--- config.mk ---
export PLATFORM = sky130hd
export DESIGN_NAME = velocity_envelope_ctrl_flat
export DESIGN_NICKNAME = d
export VERILOG_FILES = /design/src/rtl/velocity_envelope_ctrl_if.sv /design/src/rtl/velocity_envelope_ctrl.sv /design/src/flat_wrapper.sv
export SDC_FILE = /design/constraint.sdc
export NUM_CORES = 1
export LEC_CHECK = 0
export BUFFER_PORTS_ARGS = -buffer_cell sky130_fd_sc_hd__buf_2
export CELL_PAD_IN_SITES_DETAIL_PLACEMENT = 2
export CELL_PAD_IN_SITES_GLOBAL_PLACEMENT = 2
export CORE_UTILIZATION = 35
export DETAILED_ROUTE_END_ITERATION = 7
export PLACE_DENSITY = 0.76
export SETUP_SLACK_MARGIN = 0.05
export SYNTH_ARGS = -nofsm -noshare
export SYNTH_HDL_FRONTEND = slang
export SYNTH_SLANG_ARGS = --single-unit
--- constraint.sdc ---
create_clock -name clk -period 3.8 [get_ports clk]
set_clock_uncertainty 0.2 [all_clocks]
set_input_delay 0.57 -clock clk [delete_from_list [all_inputs] [get_ports clk]]
set_output_delay 0.57 -clock clk [all_outputs]
set_load 0.01 [all_outputs]
--- src/rtl/velocity_envelope_ctrl_if.sv ---
// Drum-hit trigger handshake between the trigger decoder and the envelope controller.
interface velocity_envelope_ctrl_if #(
    parameter int unsigned INST_W = 2
) ();
    logic              valid;
    logic [INST_W-1:0] inst;
    logic [6:0]        velocity;
    logic              ready;

    modport master (output valid, output inst, output velocity, input ready);
    modport slave  (input valid, input inst, input velocity, output ready);
endinterface

--- src/rtl/velocity_envelope_ctrl.sv ---
// Per-instrument velocity envelopes: max-hold on hits, frame snapshot to the
// visualizer, then a sequential decay sweep through one shared datapath.
module velocity_envelope_ctrl #(
    parameter int unsigned INSTRUMENT_COUNT = 3,
    parameter int unsigned DECAY_SHIFT      = 3
) (
    input  logic                              clk,
    input  logic                              rst,
    input  logic                              frame_start,
    velocity_envelope_ctrl_if.slave           trig,
    output logic [INSTRUMENT_COUNT-1:0][6:0]  inst_velocity,
    output logic                              busy,
    output logic                              bad_inst,
    output logic                              frame_overrun
);
    localparam int unsigned IW = (INSTRUMENT_COUNT > 1) ? $clog2(INSTRUMENT_COUNT) : 1;
    localparam logic [IW:0]   COUNT_L = (IW+1)'(INSTRUMENT_COUNT);
    localparam logic [IW-1:0] LAST_IDX = IW'(INSTRUMENT_COUNT - 1);

    typedef enum logic {IDLE, DECAY} state_t;

    state_t        state, state_d;
    logic [IW-1:0] idx, idx_d;
    logic [6:0]    env [INSTRUMENT_COUNT];
    logic [6:0]    env_cur, env_hit, env_dec;
    logic [7:0]    dec_diff;
    logic          accept, inst_ok;

    assign trig.ready = (state == IDLE) && !frame_start && !rst;
    assign accept     = trig.valid && trig.ready;
    assign inst_ok    = {1'b0, trig.inst} < COUNT_L;
    assign busy       = (state == DECAY);

    // Read muxes for the decay slot and the hit target
    always_comb begin
        env_cur = '0;
        env_hit = '0;
        for (int unsigned i = 0; i < INSTRUMENT_COUNT; i++) begin
            if (idx == IW'(i))       env_cur = env[i];
            if (trig.inst == IW'(i)) env_hit = env[i];
        end
    end

    // 8-bit subtract so the borrow from an empty envelope clamps to zero
    assign dec_diff = 8'({1'b0, env_cur}) - 8'(env_cur >> DECAY_SHIFT) - 8'd1;
    assign env_dec  = dec_diff[7] ? 7'd0 : dec_diff[6:0];

    always_ff @(posedge clk) begin
        if (rst) begin
            state <= IDLE;
            idx   <= '0;
        end else begin
            state <= state_d;
            idx   <= idx_d;
        end
    end

    always_comb begin
        state_d = state;
        idx_d   = idx;
        case (state)
            IDLE: begin
                if (frame_start) begin
                    state_d = DECAY;
                    idx_d   = '0;
                end
            end
            DECAY: begin
                idx_d = idx + IW'(1);
                if (idx == LAST_IDX) begin
                    state_d = IDLE;
                    idx_d   = '0;
                end
            end
        endcase
    end

    always_ff @(posedge clk) begin
        if (rst) begin
            for (int unsigned i = 0; i < INSTRUMENT_COUNT; i++) env[i] <= '0;
            inst_velocity <= '0;
            bad_inst      <= 1'b0;
            frame_overrun <= 1'b0;
        end else begin
            bad_inst      <= accept && !inst_ok;
            frame_overrun <= frame_start && (state == DECAY);
            if (state == IDLE && frame_start) begin
                for (int unsigned i = 0; i < INSTRUMENT_COUNT; i++) inst_velocity[i] <= env[i];
            end
            for (int unsigned i = 0; i < INSTRUMENT_COUNT; i++) begin
                if (state == DECAY && idx == IW'(i)) begin
                    env[i] <= env_dec;
                end else if (accept && inst_ok && trig.inst == IW'(i)) begin
                    if (trig.velocity == 7'd0)       env[i] <= 7'd0;
                    else if (trig.velocity > env_hit) env[i] <= trig.velocity;
                end
            end
        end
    end
endmodule

--- src/flat_wrapper.sv ---
// flat-port wrapper written by rule: the top's interface ports become plain ports
module velocity_envelope_ctrl_flat 
#(
    parameter int unsigned INSTRUMENT_COUNT = 3,
    parameter int unsigned DECAY_SHIFT      = 3
)
  (clk, rst, frame_start, inst_velocity, busy, bad_inst, frame_overrun, trig_valid, trig_inst, trig_velocity, trig_ready);
  velocity_envelope_ctrl_if #(.INST_W(2)) trig_i ();
  input  logic clk;
  input  logic rst;
  input  logic frame_start;
  output logic [INSTRUMENT_COUNT-1:0][6:0] inst_velocity;
  output logic busy;
  output logic bad_inst;
  output logic frame_overrun;
  input wire logic [$bits(trig_i.valid)-1:0] trig_valid;
  input wire logic [$bits(trig_i.inst)-1:0] trig_inst;
  input wire logic [$bits(trig_i.velocity)-1:0] trig_velocity;
  output wire logic [$bits(trig_i.ready)-1:0] trig_ready;
  assign trig_i.valid = trig_valid;
  assign trig_i.inst = trig_inst;
  assign trig_i.velocity = trig_velocity;
  assign trig_ready = trig_i.ready;
  velocity_envelope_ctrl #(.INSTRUMENT_COUNT(INSTRUMENT_COUNT), .DECAY_SHIFT(DECAY_SHIFT)) u_core (.clk(clk), .rst(rst), .frame_start(frame_start), .trig(trig_i), .inst_velocity(inst_velocity), .busy(busy), .bad_inst(bad_inst), .frame_overrun(frame_overrun));
endmodule
==> impl_results.md <==
* Buffers on Ports at 37
* Crit. End Element: register
* Most frequent cell after synthesis: nand2_1
* Post-synth top cells: nand2_1, a21oi_1, dfxtp_1, nor2_1, edfxtp_1
* Mapped cell area at 2680 um^2
* Die ar. at 8010 um^2
* Final period util at 0.928
* CP max stage cell: dfxtp_1
* Largest stage delay on the critical path at 0.72 ns
* Drt pass-1 iters at 4
* Max_cap viols at 0
* Vias at 2269
* Internal power at 0.875 mW
* Vias in the first global route at 2226
* Final setup fails at 0
* Ys async rst share at 0
* Max H-tree Level at 2
* Crit Path Class: reg -> reg
* Cells after synthesis at 288
* GRT met3 Usage at 0.0277
* Clk sinks at 47
* Die Wd at 89.5 um
* Core Area at 7330 um^2
* First-pass GRT wire length at 12400 um
* GRT Total Usage at 0.217
* Layout cells sized above 1 at 0.182
* Sw Share at 0.350
* Setup_tns at 0 ns
* Cell taking the most area after synthesis: edfxtp_1
* Pins Over Slew Limit at 0
* Root buffer cell: clkbuf_8
* PwrDens at 448 nW/um^2
* Final std cells w/o fill at 417
* Final Hold Fails at 0
* HP Class: reg -> reg
* Overflow after GRT at 0
* P_leak at 1.18 nW
* Post-layout min period at 3.53 ns
* PostCTS Resize Cnt at 0
* First DRT Iteration DRCs at 91
* Seq/Total Area, Yosys at 0.430
* Worst-path clk slew at 0.09 ns
* Post-synth EDFFs at 21
* Synthesized Nets at 313
* Starting Density at 0.365
* Setup Fix Bufs, Post-CTS at 0
* Share of the synthesized area in the top cell type at 0.235
* Met1 GRT Util at 0.295
* Number of antenna violations at the first check in global routing at 0
* Power share of the clock group at 0.230
* Arr. time, crit path at 3.38 ns
* Logic pwr share at 0.308
* Avg WL per Cell at 19.5 um
* Crit-path cells: mux2i_1 > o22ai_1 > inv_1 > ha_1 > fa_1 > a21o_1 > a21oi_1 > nand3_1 > mux2i_1 > a22oi_1 > nor2_1
* Most used routing layer: met2
* Final WL at 8120 um
* Psw at 0.471 mW
* GR Util met2 at 0.355
* Status: complete, no violations
* # diodes at 0
* RSZ-0062 raised after global routing: no
* Crit-path most repeated cell: mux2i_1
* CTS tree: yes
* Peak fanout along the critical path at 13
* Max Root-Sink Buffers at 2
* Reg power frac at 0.462
* Post-route cell area at 3000 um^2
* Final net count at 342
* CTS Buf Count at 5
* Placed cell areas at 2910 um^2
* Synthesized area per cell at 9.30 um^2
* Final Wtd Congestion at 0.787
* Ys Warns at 0
* Worst Tran Pin Value at 0.769 ns
* Max Clock Freq at 0.284 GHz
* Maximum VDD drop at 163 uV
* Startpoint Class: register
* Vias per cell at 5.44
* Fin Hold WS at 0.258 ns
* Crit path required time at 3.65 ns
* Largest net degree at the start of global routing at 30
* Primary FF master, synth: dfxtp_1
* Io pins at 38
* Area growth syn-to-layout at 12.1%
* Dominant cells by area after synthesis: edfxtp_1, dfxtp_1, nand2_1
* Clk Latency, worst-skew pair at 0.31 ns
* Synth unique cells at 51
* CTS Hold Bufs at 0
* Post-DRT Antenna Nets at 0
* Yosys reg bits at 47
* Slew margin rel. at 0.487
* Post-DP HPWL at 6410 um
* Die height at 89.5 um
* DR DRC count at 0
* Std-Cell Rows at 31
* Placed insts at 409
-- area by class of cell --
| cell class | instances | area, um^2 |
|---|---|---|
| multi-input combinational | 220 | 1420 |
| fill | 843 | 4330 |
| tap | 99 | 124 |
| inverter | 3 | 11.3 |
| clock inverter | 3 | 18.8 |
| timing repair buffer | 40 | 208 |
| sequential | 47 | 1150 |
| clock buffer | 5 | 68.8 |
-- per-stage QoR --
| stage | power [mW] | utilization | setup slack [ns] |
|---|---|---|---|
| after floorplan | 0.907 | - | 0.756 |
| after global placement | 1.04 | 0.398 | 0.345 |
| after detailed placement | 1.04 | 0.398 | 0.152 |
| after CTS | 1.36 | 0.409 | 0.321 |
| after global routing | 1.42 | 0.409 | 0.0693 |
| final | 1.35 | 0.409 | 0.274 |
-- cell usage in the layout, fill, tap and decap left out, types with 3 or more instances in the layout --
cell type	netlist	layout
buf_2	5	37
and2_1	3	3
a32o_1	4	4
a22oi_1	8	8
nand3b_1	4	4
o22ai_1	4	4
nor2b_1	3	3
nand3_1	3	3
o22a_2	3	3
mux2i_1	16	16
ha_1	11	11
a21o_1	3	3
nand2_1	58	58
buf_4	2	3
inv_1	3	3
edfxtp_1	21	21
dfxtp_1	26	26
a21oi_1	33	33
clkbuf_8	0	5
nor2_1	24	24
o21ai_0	3	3
a32oi_1	4	4
a22o_1	5	5
-- logic make-up after synthesis --
logic type | synth area share
AND/OR/NAND/NOR | 0.205
AO/OA/AOI/OAI | 0.200
XOR/XNOR | 0.00654
multiplexers | 0.0598
flip-flops | 0.430
adder cells (fa/ha/maj) | 0.0589
buffers and inverters | 0.0402
-- state kept, by name, indices dropped and copies added (netlist names) --
name,flops
u_core.idx,2
u_core.frame_overrun,1
u_core.bad_inst,1
u_core.inst_velocity,21
u_core.busy,1
u_core.env,21
-- final timing paths --
| path | start | to | slack, ns | cells past startpoint |
|---|---|---|---|---|
| worst max-delay path | u_core.idx[1] | u_core.env[0][6] | 0.27 | 11 |
| worst min-delay path | u_core.inst_velocity[12] | u_core.inst_velocity[12] | 0.26 | 2 |
| worst max register to register | u_core.idx[1] | u_core.env[0][6] | 0.27 | 11 |
| worst min register to register | u_core.inst_velocity[12] | u_core.inst_velocity[12] | 0.26 | 2 |
-- critical path, delay by kind of cell, from the launching register on --
family                   cells  cell delay [ns]
flip-flops                   1             0.72
adder cells (fa/ha/maj)      2             0.67
AO/OA/AOI/OAI                4             1.01
AND/OR/NAND/NOR              2             0.21
buffers and inverters        1             0.09
multiplexers                 2             0.37
-- power by group through the flow --
stage	combinational (mW)	sequential (mW)	clock, mW
global placement	0.404	0.632	0
global route	0.459	0.626	0.336
CTS	0.415	0.621	0.319
detailed placement	0.411	0.632	0
finish	0.415	0.621	0.310
floorplan	0.292	0.615	0
-- metal layers --
layer	wire length (um)	vias up
met5	0	-
met4	222	0
met3	268	14
met2	3810	52
met1	3820	1104
li1	-	1099
(Power assumes the default switching activity.)
